==> src/rtl/cdr_loop_ctrl_if.sv <==
// Phase-detector input and loop-status output bundle for cdr_loop_ctrl.
interface cdr_loop_ctrl_if #(
  parameter int PH_W = 3
);
  logic            pd_valid;
  logic            pd;
  logic [PH_W-1:0] phase_sel;
  logic            phase_step;
  logic            phase_dir;
  logic            locked;
  logic [1:0]      state;

  modport master (
    output pd_valid, pd,
    input  phase_sel, phase_step, phase_dir, locked, state
  );

  modport slave (
    input  pd_valid, pd,
    output phase_sel, phase_step, phase_dir, locked, state
  );
endinterface

==> src/rtl/cdr_loop_ctrl.sv <==
// CDR digital loop controller: bang-bang vote filter, phase-select stepping,
// acquisition/tracking/lock sequencing and idle timeout.
module cdr_loop_ctrl #(
  parameter int PH_W       = 3,
  parameter int ACC_W      = 6,
  parameter int ACQ_THR    = 4,
  parameter int TRK_THR    = 16,
  parameter int ACQ_LEN    = 64,
  parameter int LOCK_WIN   = 32,
  parameter int LOCK_STEPS = 1,
  parameter int TIMEOUT    = 256
) (
  input  logic clk,
  input  logic resetn,
  input  logic en,
  cdr_loop_ctrl_if.slave bus
);

  localparam int ACQ_CW  = $clog2(ACQ_LEN + 1);
  localparam int WIN_CW  = $clog2(LOCK_WIN + 1);
  localparam int STEP_CW = $clog2(LOCK_WIN + 2);
  localparam int IDLE_CW = $clog2(TIMEOUT + 1);

  typedef enum logic [1:0] {
    IDLE    = 2'd0,
    ACQUIRE = 2'd1,
    TRACK   = 2'd2,
    LOCKED  = 2'd3
  } state_t;

  state_t                    state_q, state_d;
  logic signed [ACC_W-1:0]   vote_q, vote_d, vote_sum, thr;
  logic [ACQ_CW-1:0]         acq_q, acq_d;
  logic [WIN_CW-1:0]         win_q, win_d;
  logic [STEP_CW-1:0]        steps_q, steps_d, steps_sum;
  logic [IDLE_CW-1:0]        idle_q, idle_d;
  logic [PH_W-1:0]           sel_q, sel_d;
  logic                      dir_q, dir_d;
  logic                      step_q, step_d;
  logic                      locked_q, locked_d;
  logic                      hit_up, hit_dn, hit;

  // State, counters and registered outputs
  always_ff @(posedge clk or negedge resetn) begin
    if (!resetn) begin
      state_q  <= IDLE;
      vote_q   <= '0;
      acq_q    <= '0;
      win_q    <= '0;
      steps_q  <= '0;
      idle_q   <= '0;
      sel_q    <= '0;
      dir_q    <= 1'b0;
      step_q   <= 1'b0;
      locked_q <= 1'b0;
    end else begin
      state_q  <= state_d;
      vote_q   <= vote_d;
      acq_q    <= acq_d;
      win_q    <= win_d;
      steps_q  <= steps_d;
      idle_q   <= idle_d;
      sel_q    <= sel_d;
      dir_q    <= dir_d;
      step_q   <= step_d;
      locked_q <= locked_d;
    end
  end

  // Next-state: en=0 beats timeout beats window/acquire transitions beats the
  // normal update; a threshold step is still applied alongside a state change.
  always_comb begin
    state_d   = state_q;
    vote_d    = vote_q;
    acq_d     = acq_q;
    win_d     = win_q;
    steps_d   = steps_q;
    idle_d    = idle_q;
    sel_d     = sel_q;
    dir_d     = dir_q;
    step_d    = 1'b0;
    locked_d  = locked_q;
    thr       = (state_q == ACQUIRE) ? ACC_W'(ACQ_THR) : ACC_W'(TRK_THR);
    vote_sum  = vote_q;
    hit_up    = 1'b0;
    hit_dn    = 1'b0;
    hit       = 1'b0;
    steps_sum = steps_q;

    if (bus.pd_valid) begin
      vote_sum = bus.pd ? (vote_q + ACC_W'(1)) : (vote_q - ACC_W'(1));
      hit_up   = (vote_sum == thr);
      hit_dn   = (vote_sum == -thr);
      hit      = hit_up || hit_dn;
    end
    steps_sum = steps_q + (hit ? STEP_CW'(1) : STEP_CW'(0));

    if (!en || state_q == IDLE) begin
      state_d  = en ? ACQUIRE : IDLE;
      vote_d   = '0;
      acq_d    = '0;
      win_d    = '0;
      steps_d  = '0;
      idle_d   = '0;
      locked_d = 1'b0;
    end else if (!bus.pd_valid && idle_q == IDLE_CW'(TIMEOUT - 1)) begin
      state_d  = ACQUIRE;
      vote_d   = '0;
      acq_d    = '0;
      win_d    = '0;
      steps_d  = '0;
      idle_d   = '0;
      locked_d = 1'b0;
    end else if (!bus.pd_valid) begin
      idle_d = idle_q + IDLE_CW'(1);
    end else begin
      idle_d = '0;
      vote_d = hit ? '0 : vote_sum;
      if (hit) begin
        sel_d  = hit_up ? (sel_q + PH_W'(1)) : (sel_q - PH_W'(1));
        dir_d  = hit_up;
        step_d = 1'b1;
      end
      if (state_q == ACQUIRE) begin
        if (acq_q == ACQ_CW'(ACQ_LEN - 1)) begin
          state_d = TRACK;
          acq_d   = '0;
          vote_d  = '0;
          win_d   = '0;
          steps_d = '0;
        end else begin
          acq_d = acq_q + ACQ_CW'(1);
        end
      end else if (win_q == WIN_CW'(LOCK_WIN - 1)) begin
        win_d   = '0;
        steps_d = '0;
        if (state_q == TRACK && steps_sum <= STEP_CW'(LOCK_STEPS)) begin
          state_d  = LOCKED;
          locked_d = 1'b1;
        end else if (state_q == LOCKED && steps_sum > STEP_CW'(LOCK_STEPS)) begin
          state_d  = TRACK;
          locked_d = 1'b0;
        end
      end else begin
        win_d   = win_q + WIN_CW'(1);
        steps_d = steps_sum;
      end
    end
  end

  assign bus.phase_sel  = sel_q;
  assign bus.phase_step = step_q;
  assign bus.phase_dir  = dir_q;
  assign bus.locked     = locked_q;
  assign bus.state      = state_q;

endmodule
==> src/flat_wrapper.sv <==
// flat-port wrapper written by rule: the top's interface ports become plain ports
module cdr_loop_ctrl_flat 
#(
  parameter int PH_W       = 3,
  parameter int ACC_W      = 6,
  parameter int ACQ_THR    = 4,
  parameter int TRK_THR    = 16,
  parameter int ACQ_LEN    = 64,
  parameter int LOCK_WIN   = 32,
  parameter int LOCK_STEPS = 1,
  parameter int TIMEOUT    = 256
)
  (clk, resetn, en, bus_pd_valid, bus_pd, bus_phase_sel, bus_phase_step, bus_phase_dir, bus_locked, bus_state);
  cdr_loop_ctrl_if #(.PH_W(PH_W)) bus_i ();
  input  logic clk;
  input  logic resetn;
  input  logic en;
  input wire logic [$bits(bus_i.pd_valid)-1:0] bus_pd_valid;
  input wire logic [$bits(bus_i.pd)-1:0] bus_pd;
  output wire logic [$bits(bus_i.phase_sel)-1:0] bus_phase_sel;
  output wire logic [$bits(bus_i.phase_step)-1:0] bus_phase_step;
  output wire logic [$bits(bus_i.phase_dir)-1:0] bus_phase_dir;
  output wire logic [$bits(bus_i.locked)-1:0] bus_locked;
  output wire logic [$bits(bus_i.state)-1:0] bus_state;
  assign bus_i.pd_valid = bus_pd_valid;
  assign bus_i.pd = bus_pd;
  assign bus_phase_sel = bus_i.phase_sel;
  assign bus_phase_step = bus_i.phase_step;
  assign bus_phase_dir = bus_i.phase_dir;
  assign bus_locked = bus_i.locked;
  assign bus_state = bus_i.state;
  cdr_loop_ctrl #(.PH_W(PH_W), .ACC_W(ACC_W), .ACQ_THR(ACQ_THR), .TRK_THR(TRK_THR), .ACQ_LEN(ACQ_LEN), .LOCK_WIN(LOCK_WIN), .LOCK_STEPS(LOCK_STEPS), .TIMEOUT(TIMEOUT)) u_core (.clk(clk), .resetn(resetn), .en(en), .bus(bus_i));
endmodule
==> config.mk <==
export PLATFORM = sky130hd
export DESIGN_NAME = cdr_loop_ctrl_flat
export DESIGN_NICKNAME = d
export VERILOG_FILES = /design/src/rtl/cdr_loop_ctrl_if.sv /design/src/rtl/cdr_loop_ctrl.sv /design/src/flat_wrapper.sv
export SDC_FILE = /design/constraint.sdc
export NUM_CORES = 1
export LEC_CHECK = 0
export ABC_CLOCK_PERIOD_IN_PS = 4100
export BUFFER_PORTS_ARGS = -buffer_cell sky130_fd_sc_hd__buf_2
export CORE_MARGIN = 2
export CORE_UTILIZATION = 51
export CTS_BUF_LIST = sky130_fd_sc_hd__clkbuf_4
export CTS_CLUSTER_DIAMETER = 100
export DETAILED_ROUTE_END_ITERATION = 8
export PLACE_DENSITY = 0.64
export SKIP_CTS_REPAIR_TIMING = 1
export SYNTH_ARGS = -nofsm -noshare
export SYNTH_HDL_FRONTEND = slang
export SYNTH_SLANG_ARGS = --single-unit
export TNS_END_PERCENT = 100
==> constraint.sdc <==
create_clock -name clk -period 4.1 [get_ports clk]
set_input_delay 0.41 -clock clk [delete_from_list [all_inputs] [get_ports clk]]
set_output_delay 0.41 -clock clk [all_outputs]
set_load 0.005 [all_outputs]
==> results of run 1 <==
Yosys cell counts, types with 2 or more instances:
cell | instances | share of area (%)
xor2_1 | 3 | 1.0
nand3_1 | 13 | 2.6
a31oi_1 | 5 | 1.2
o21ai_0 | 29 | 5.8
mux2i_1 | 2 | 0.79
nor2b_1 | 3 | 0.74
fa_1 | 2 | 1.6
o31ai_1 | 4 | 1.2
or3_1 | 4 | 0.99
nor3_1 | 9 | 1.8
mux2_2 | 2 | 0.89
a21o_1 | 3 | 0.89
nand2_1 | 35 | 5.2
o211ai_1 | 4 | 1.2
clkbuf_1 | 8 | 1.2
nor2_1 | 18 | 2.7
and3_1 | 5 | 1.2
inv_1 | 9 | 1.3
xnor2_1 | 9 | 3.1
dfrtp_1 | 42 | 42
a21oi_1 | 11 | 2.2
or2_2 | 2 | 0.50
ha_1 | 11 | 5.5
a22o_1 | 4 | 1.4
nand4_1 | 7 | 1.7
registers in the layout, summed over array words and instances, names as in the netlist:
register and count:
u_core.bus.state 2, u_core.acq_q 7, u_core.bus.locked 1, u_core.steps_q 6
u_core.bus.phase_step 1, u_core.win_q 6, u_core.vote_q 6, u_core.bus.phase_sel 3
u_core.idle_q 9, u_core.bus.phase_dir 1
cells by family (layout without fill, tap and decap cells):
group / Yosys count / in the layout / share of synthesized area, %
AOI/OAI and AO/OA: 75 / 75 / 19.7
DFF: 42 / 42 / 41.6
and+or+nand+nor: 105 / 105 / 21.2
buffers and inverters: 19 / 33 / 3.02
muxes: 5 / 5 / 2.28
xor gates and xnor gates: 13 / 13 / 5.06
adders and majority gates: 13 / 13 / 7.04
final cells by class:
| type | instances | area [um2] | share of cell area [%] |
|---|---|---|---|
| clock buffer | 5 | 37.5 | 1.37 |
| sequential | 42 | 1050 | 38.4 |
| inverter | 9 | 33.8 | 1.23 |
| multi-input combinational | 211 | 1400 | 51.1 |
| timing repair buffer | 16 | 90.1 | 3.29 |
| clock inverter | 3 | 43.8 | 1.60 |
| tap | 67 | 83.8 | 3.06 |
layout by cell type, fill, tap and decap left out, drive strengths merged, types with 2 or more instances in the layout:
cell and n:
o21ai 30, mux2i 2, fa 2, nand4 7, xor2 3, a22o 4, a31oi 5, buf 16
nor2b 3, nand3 13, and3 6, nand2 35, a21o 3, a21oi 12, o211ai 4, o31ai 4
inv 10, dfrtp 42, nand2b 2, mux2 3, ha 11, nor2 18, or2 2, clkbuf 5
xnor2 9, or3 5, nor3 9
worst max path at each step:
stage,from,end,slack (ns),depth (start not counted)
floorplan,bus_pd,u_core.bus.state[0]$_DFFE_PN0P_,0.24,17
global placement,bus_pd,u_core.bus.state[0]$_DFFE_PN0P_,0.11,16
detailed placement,bus_pd,u_core.bus.state[0]$_DFFE_PN0P_,0.02,16
CTS,u_core.vote_q[3]$_DFFE_PN0P_,u_core.bus.state[0]$_DFFE_PN0P_,0.30,14
global route,u_core.vote_q[0]$_DFFE_PN0P_,u_core.bus.state[0]$_DFFE_PN0P_,0.03,14
finish,u_core.vote_q[3]$_DFFE_PN0P_,u_core.bus.state[0]$_DFFE_PN0P_,0.31,14
metrics by stage:
step                utilization, %  cells  setup slack [ns]  hold WS, ns  total power [uW]
global placement              55.8    345             0.111        0.448               642
detailed placement            55.8    345            0.0197        0.452               643
CTS                           57.6    353             0.300        0.198               921
global route                  57.6    353            0.0310        0.254               962
finish                        57.6    353             0.310        0.185               910
floorplan                        -    272             0.235        0.114               594
routing by layer:
layer  vias to the layer above  GRT usage (%)
met5                         -              0
met4                         0           7.14
met3                         7           3.25
met2                        30           31.2
met1                       941           26.2
li1                       1017              -
power groups by stage:
stage,clock network (uW),logic [uW],registers [uW]
global placement,0,188,454
global route,301,212,449
finish,275,189,446
CTS,285,190,446
detailed placement,0,189,454
floorplan,0,145,449
==> flow_summary_export.csv, run 1 <==
group,metric,value,unit
global_route,grt_usage,19.3,%
synthesis,netlist_area,2520,um2
placed_design,postPlaceCellArea,2660,um2
setup_path,worst-r2r-setup-slack,0.31,ns
synthesis,synth_fp_nets,290,
floorplanning,core_area,4750,um2
drt,drt_wl_total,4.94,mm
cts,numClockSinks,42,
synthesis,synth_edf_count,0,
timing,period_share,92.4,%
floorplanning,io_pins,13,
placed_design,gp_congestion,0.783,
timing,fmax,264,MHz
synthesis,synth_top_flop_cell,"dfrtp_1",
timing,finalCriticalPeriod,3.79,ns
cells_and_area,nets,303,
floorplanning,fp.dieW,74.3,um
timing,final_max_slew_viol_count,0,
timing,grt_setup_unrepaired,"false",
setup_path,cp.required,4.41,ns
setup_path,crit_path_end_kind,"flop",
power,vdd_drop_max,0.000145,V
power,clkPwrFrac,30.2,%
drt,wl_met1,2.45,mm
power,switchingPower,277,uW
power,intPower,634,uW
min_path,hp-class,"in -> async",
floorplanning,die_y,74.3,um
power,power_frac_comb,20.8,%
timing,worstMarginPinSlew,0.971,ns
setup_path,arrival,4.10,ns
global_route,grt_pass1_wl,8.27,mm
cts,cts_max_level,2,
drt,vias_per_cell,5.65,
power,power_density,332,nW/um2
global_route,grt_max_degree,43,
global_route,overflow,0,
run_status,status,"finished, final reports clean",
setup_path,rr_worst_depth,14,
global_route,antenna_found_initial,0,
setup_path,critPathMaxFanout,7,
setup_path,r2r-start,"u_core.vote_q[3]$_DFFE_PN0P_",
drt,drt_iter0_markers,91,
cells_and_area,drive_gt1_share,13.3,%
drt,ant_nets,0,
setup_path,cp_cell_sequence,"ha_1 > a21o_1 > a221oi_1 > xnor2_1 > nor4_4 > or2_2 > ha_1 > ha_1 > a31o_2 > a21oi_1 > o2111a_1 > o211ai_1 > nor3_1 > o22a_1",
drt,avgRoutedWirePerCell,14.0,um
placed_design,port_buffers,12,
drt,drc,0,
drt,highest_layer,"met4",
floorplanning,dieArea,5530,um2
cells_and_area,fin_area,2740,um2
timing,timing.final.hold_violations,0,
cts,cts_made_buffers,5,
synthesis,synth_cells,272,
setup_path,cp_slowest_cell,"a221oi_1",
synthesis,postSynthAreaPerCell,9.28,um2
setup_path,crit_family,"compound AO/OA/AOI/OAI gates",
timing,setup_viol,0,
setup_path,cpPeakStageDelay,0.44,ns
power,swShare,30.4,%
drt,drt-pass1-iter-count,4,
cells_and_area,syn2layout_area_growth,8.58,%
drt,wl_met2,2.27,mm
synthesis,ys_seq_elements,42,
global_route,grt_pass1_vias,1798,
cts,clkLatencyLatePin,0.37,ns
setup_path,worstSetupStartpointType,"flop",
cts,cts-root-buf,"clkbuf_4",
placed_design,place_hpwl,3.55,mm
drt,met3_length,132,um
setup_path,path_common_cell,"ha_1",
setup_path,crit_type,"reg -> reg",
cts,tritoncts,"done",
power,seqPwrFrac,49.0,%
timing,skew,0.00545,ns
floorplanning,rows,25,
timing,final.setup.tns,0,ns
timing,slew_headroom,35.3,%
drt,vias,1995,
cells_and_area,fill_cells,441,
synthesis,ys_seq_area_share,41.6,%
setup_path,r2r-end,"u_core.bus.state[0]$_DFFE_PN0P_",
cts,clk_pin_slew_worst_paths,0.13,ns
cells_and_area,diodes,0,
power,p_leak,0.00124,uW
floorplanning,initial_core_util,53.1,%
cts,max-clock-path-buffers,2,
setup_path,path_buf_inv,0,
synthesis,post_synth_num_cell_types,53,
run,maxCapViolCount,0,
synthesis,async_flop_share,100,%
synthesis,yosys_warnings,0,
Note: power is estimated with default switching activity, not from simulation.
==> run 2, diff against run 1 <==
--- a/config.mk
+++ b/config.mk
@@ -5,7 +5,7 @@
 export SDC_FILE = /design/constraint.sdc
 export NUM_CORES = 1
 export LEC_CHECK = 0
-export ABC_CLOCK_PERIOD_IN_PS = 4100
+export ABC_CLOCK_PERIOD_IN_PS = 3900
 export BUFFER_PORTS_ARGS = -buffer_cell sky130_fd_sc_hd__buf_2
 export CORE_MARGIN = 2
 export CORE_UTILIZATION = 51
==> constraint.sdc (replaced) <==
create_clock -name clk -period 3.9 [get_ports clk]
set_input_delay 0.39 -clock clk [delete_from_list [all_inputs] [get_ports clk]]
set_output_delay 0.39 -clock clk [all_outputs]
set_load 0.005 [all_outputs]
==> run 2 against run 1 <==
Sequential power rose by 5.4%. Final area up 1.5%. Via count decreased by 0.55%. Power grew 3.9%. Setup slack got worse by 0.025 ns. Clock power is essentially flat. Wire length up 1.4%. Count of clock-buffer cells in the layout did not move. Highest routed layer unchanged.
==> flow_summary_export.csv, run 2 (synthesized netlist as in run 1, its figures left out) <==
group,metric,value,unit
timing,grt_setup_unrepaired,"false",
setup_path,crit_type,"reg -> reg",
timing,layout_setup_ws,0.285,ns
floorplanning,core_area,4750,um2
setup_path,cp.required,4.20,ns
cts,clk_pin_slew_worst_paths,0.12,ns
setup_path,crit_path_end_kind,"flop",
global_route,grt_pass1_wl,9.09,mm
cts,cts_made_buffers,5,
cells_and_area,fill_cells,456,
setup_path,timing.critical_path.to,"u_core.bus.state[0]$_DFFE_PN0P_",
global_route,overflow,0,
cells_and_area,largest_register_ffs,9,
floorplanning,io_pins,13,
placed_design,postPlaceCellArea,2690,um2
placed_design,port_buffers,12,
drt,drt-pass1-iter-count,4,
setup_path,cp-startpoint,"u_core.vote_q[1]$_DFFE_PN0P_",
global_route,grt_pass1_vias,1925,
global_route,grt_max_degree,43,
run_status,status,"finished, final reports clean",
setup_path,rr_worst_depth,14,
setup_path,critPathMaxFanout,5,
drt,drt_wl_total,5.01,mm
global_route,grt_usage,21.0,%
min_path,hp-class,"in -> async",
placed_design,place_hpwl,3.57,mm
cts,tritoncts,"done",
setup_path,worstSetupStartpointType,"flop",
timing,slew_headroom,39.3,%
timing,final_max_slew_viol_count,0,
drt,ant_nets,0,
timing,skew,0.00685,ns
cells_and_area,fin_area,2780,um2
setup_path,r2r-start,"u_core.vote_q[1]$_DFFE_PN0P_",
timing,finalCriticalPeriod,3.62,ns
power,p_leak,0.00126,uW
timing,worst_hold_slack,0.152,ns
cells_and_area,diodes,0,
floorplanning,initial_core_util,53.1,%
drt,vias_per_cell,5.56,
cells_and_area,reg.largest.list,"u_core.idle_q x9, u_core.acq_q x7",
floorplanning,dieArea,5530,um2
placed_design,gp_congestion,0.777,
cells_and_area,syn2layout_area_growth,10.2,%
cts,clkLatencyLatePin,0.35,ns
run,maxCapViolCount,0,
placed_design,post-place-ws,-0.0790,ns
global_route,antenna_found_initial,0,
drt,drc,0,
floorplanning,rows,25,
drt,avgRoutedWirePerCell,14.0,um
timing,setup_viol,0,
cts,numClockSinks,42,
power,power_density,340,nW/um2
timing,period_share,92.7,%
cts,cts_max_level,2,
cells_and_area,regMostFlops,"u_core.idle_q",
power,vdd_drop_max,0.000227,V
cells_and_area,mostFrequentLayoutCells,"dfrtp_1 (42), nand2_1 (35), o21ai_0 (29), nor2_1 (18), nand3_1 (13)",
cells_and_area,mostFrequentLayoutCell,"dfrtp_1",
floorplanning,fp.dieW,74.3,um
timing,worstMarginPinSlew,0.910,ns
cts,max-clock-path-buffers,2,
cells_and_area,nets,307,
timing,timing.final.hold_violations,0,
cells_and_area,drive_gt1_share,15.5,%
setup_path,worst-r2r-setup-slack,0.28,ns
drt,vias,1984,
cts,cts-root-buf,"clkbuf_4",
setup_path,r2r-end,"u_core.bus.state[0]$_DFFE_PN0P_",
timing,fmax,277,MHz
drt,drt_iter0_markers,96,
floorplanning,die_y,74.3,um
setup_path,arrival,3.91,ns
-- run 2: cell types whose count changed in the layout (fill, tap and decap cells not counted), sizes merged --
cell | previous run | this run
buf | 16 | 20
clkinv | 1 | 2
inv | 10 | 9
-- run 2: how the worst min path moves through the flow --
stage / depth (start not counted) / slack (ns) / to / startpoint
after detailed placement: 1 / 0.46 / u_core.idle_q[0]$_DFF_PN0_ / u_core.idle_q[0]$_DFF_PN0_
after global placement: 1 / 0.45 / u_core.idle_q[0]$_DFF_PN0_ / u_core.idle_q[0]$_DFF_PN0_
after global routing: 1 / 0.24 / u_core.vote_q[1]$_DFFE_PN0P_ / resetn
after floorplan: 0 / 0.09 / u_core.acq_q[0]$_DFFE_PN0P_ / resetn
after CTS: 1 / 0.20 / u_core.steps_q[0]$_DFFE_PN0P_ / resetn
final: 1 / 0.15 / u_core.vote_q[1]$_DFFE_PN0P_ / resetn
-- run 2: worst max-delay path, stage by stage, from the launching register on --
cell	delay, ns
dfrtp_1	0.43
ha_1	0.31
a21o_1	0.21
a21oi_1	0.27
mux2i_1	0.32
a2111oi_4	0.09
or2_2	0.34
ha_1	0.23
ha_2	0.21
a31o_2	0.24
a21oi_1	0.13
o2111a_1	0.28
o211ai_1	0.13
nor3_1	0.20
o22a_1	0.15
-- run 2: layer usage --
metal	vias up	global-route usage (%)	part of all wire (%)
li1	1022	-	-
met1	926	29.3	49
met2	29	34.3	47
met3	7	3.66	2.6
met4	0	5.36	1.4
met5	-	0	0
-- run 2: layout make-up --
cell class | instances | area [um2] | area share [%]
clock buffers | 5 | 37.5 | 1.35
inverters | 9 | 33.8 | 1.21
multi-input cells | 211 | 1420 | 50.9
well taps | 67 | 83.8 | 3.01
flip-flops and latches | 42 | 1050 | 37.8
clock inverters | 3 | 40.0 | 1.44
repair buffers | 20 | 120 | 4.32
-- run 2: power breakdown --
group          total (uW)  leakage, uW  internal [uW]  switching [uW]
combinational         202     0.000637           85.7             117
clock                 273    0.0000450            133             140
sequential            470     0.000579            448            21.6
-- run 2: through the flow --
stage          utilization [%]  setup TNS, ns  cells  total power [uW]
6_report                  58.5              0    357               945
5_1_grt                   58.5              0    357              1000
4_1_cts                   58.1              0    357               954
3_5_place_dp              56.5        -0.0817    349               679
3_3_place_gp              56.5              0    349               677
2_1_floorplan                -              0    272               624
==> run 3, diff against run 2 <==
--- a/config.mk
+++ b/config.mk
@@ -9,7 +9,7 @@
 export BUFFER_PORTS_ARGS = -buffer_cell sky130_fd_sc_hd__buf_2
 export CORE_MARGIN = 2
 export CORE_UTILIZATION = 51
-export CTS_BUF_LIST = sky130_fd_sc_hd__clkbuf_4
+export CTS_BUF_LIST = sky130_fd_sc_hd__clkbuf_8
 export CTS_CLUSTER_DIAMETER = 100
 export DETAILED_ROUTE_END_ITERATION = 8
 export PLACE_DENSITY = 0.64
==> run 3 against run 2 <==
Count of clock-buffer cells in the layout is the same. Utilization increased by 0.45 points. Setup slack got worse by 0.035 ns. Via count fell by 0.45%. Sequential cell count is the same. Final area is 0.76% higher. Final cell count is the same. First-iteration DRC count increased by 10%. Critical path type is now in -> reg. Largest cell class unchanged. Largest power group unchanged.
==> flow_summary_export.csv, run 3 (synthesized netlist as in run 1, its figures left out) <==
group,metric,value,unit
cts,cts_made_buffers,5,
drt,vias,1975,
setup_path,arrival,3.88,ns
setup_path,critPathMaxFanout,7,
timing,final_max_slew_viol_count,0,
timing,period_share,93.6,%
timing,slew_headroom,38.4,%
power,clkPwrFrac,33.1,%
placed_design,postPlaceCellArea,2690,um2
cts,numClockSinks,42,
drt,ant_nets,0,
global_route,antenna_found_initial,0,
drt,drt-pass1-iter-count,4,
cts,clk_pin_slew_worst_paths,0.08,ns
setup_path,worstSetupStartpointType,"primary input",
placed_design,gp_congestion,0.777,
cts,tritoncts,"done",
floorplanning,die_y,74.3,um
global_route,grt_usage,21.0,%
floorplanning,rows,25,
global_route,grt_pass1_vias,1926,
cells_and_area,largest_register_ffs,9,
setup_path,crit_type,"in -> reg",
power,power_density,358,nW/um2
setup_path,cp.required,4.13,ns
min_path,hp-class,"in -> async",
cts,cts_max_level,2,
power,switchingPower,283,uW
cells_and_area,reg.largest.list,"u_core.idle_q x9, u_core.acq_q x7",
drt,vias_per_cell,5.53,
timing,finalCriticalPeriod,3.65,ns
cells_and_area,syn2layout_area_growth,11.1,%
power,vdd_drop_max,0.000272,V
power,p_leak,0.00127,uW
cells_and_area,mostFrequentLayoutCells,"dfrtp_1 (42), nand2_1 (35), o21ai_0 (29), nor2_1 (18), nand3_1 (13)",
global_route,grt_pass1_wl,9.06,mm
timing,skew,0.00419,ns
timing,timing.final.hold_violations,0,
floorplanning,initial_core_util,53.1,%
floorplanning,dieArea,5530,um2
timing,grt_setup_unrepaired,"false",
cts,clkLatencyLatePin,0.29,ns
floorplanning,io_pins,13,
floorplanning,core_area,4750,um2
cells_and_area,fin_area,2800,um2
drt,drc,0,
drt,avgRoutedWirePerCell,14.3,um
floorplanning,fp.dieW,74.3,um
timing,fmax,274,MHz
power,intPower,721,uW
global_route,grt_max_degree,43,
drt,drt_wl_total,5.12,mm
cells_and_area,nets,307,
cts,max-clock-path-buffers,2,
cts,cts-root-buf,"clkbuf_8",
run,maxCapViolCount,0,
setup_path,crit_path_end_kind,"flop",
timing,setup_viol,0,
timing,worstMarginPinSlew,0.924,ns
placed_design,port_buffers,12,
cells_and_area,mostFrequentLayoutCell,"dfrtp_1",
placed_design,place_hpwl,3.57,mm
global_route,overflow,0,
cells_and_area,fill_cells,448,
power,swShare,28.2,%
cells_and_area,drive_gt1_share,14.8,%
cells_and_area,regMostFlops,"u_core.idle_q",
power,seqPwrFrac,46.8,%
drt,drt_iter0_markers,106,
cells_and_area,diodes,0,
run_status,status,"finished, final reports clean",
power,power_frac_comb,20.1,%
timing,final.setup.tns,0,ns
run 3: cell type report:
| class | count | area (um2) | area share [%] |
|---|---|---|---|
| clock buffers | 5 | 68.8 | 2.46 |
| clock inverters | 3 | 40.0 | 1.43 |
| inverters | 9 | 33.8 | 1.21 |
| multi-input cells | 211 | 1410 | 50.1 |
| flip-flops and latches | 42 | 1050 | 37.5 |
| well taps | 67 | 83.8 | 2.99 |
| repair buffers | 20 | 120 | 4.29 |
run 3: path summary, 6_finish.rpt:
kind	endpoint	slack [ns]	cells after the start	startpoint
setup / recovery	u_core.bus.state[0]$_DFFE_PN0P_	0.25	16	bus_pd
hold / removal	u_core.vote_q[1]$_DFFE_PN0P_	0.23	1	resetn
setup reg to reg	u_core.bus.state[0]$_DFFE_PN0P_	0.26	14	u_core.vote_q[1]$_DFFE_PN0P_
hold reg to reg	u_core.idle_q[0]$_DFF_PN0_	0.47	1	u_core.idle_q[0]$_DFF_PN0_
max in group asynchronous	u_core.win_q[4]$_DFFE_PN0P_	3.09	1	resetn
min in group clk	u_core.acq_q[1]$_DFFE_PN0P_	0.42	3	bus_pd_valid
run 3: metal layers:
metal	routed length, um	track usage [%]
met1	2550	29.3
met2	2420	34.3
met3	107	3.66
met4	44	4.76
met5	0	0
run 3: critical path: stages:
cell and delay [ns]:
buf_2 0.12, inv_1 0.18, ha_2 0.36, a21o_1 0.20, a221oi_2 0.40, xnor2_1 0.22, nor4_4 0.06, or2_2 0.32
ha_1 0.23, ha_1 0.24, a31o_2 0.25, a21oi_1 0.13, o2111a_1 0.28, o211ai_1 0.13, nor3_1 0.20, o22a_1 0.15
run 3: power by group through the flow:
| stage | clock network (uW) | registers (uW) | logic, uW |
|---|---|---|---|
| finish | 333 | 470 | 201 |
| global route | 362 | 472 | 228 |
| CTS | 344 | 469 | 202 |
| detailed placement | 0 | 478 | 201 |
| global placement | 0 | 478 | 199 |
| floorplan | 0 | 472 | 152 |
run 3: through the flow:
stage / hold slack, ns / setup slack [ns] / util [%] / cells / total power [uW]
floorplan: 0.0944 / 0.0551 / - / 272 / 624
global placement: 0.452 / 0.0283 / 56.5 / 349 / 677
detailed placement: 0.460 / -0.0790 / 56.5 / 349 / 679
CTS: 0.280 / 0.188 / 58.8 / 357 / 1020
global route: 0.317 / 0.00763 / 58.9 / 357 / 1060
finish: 0.229 / 0.250 / 58.9 / 357 / 1000
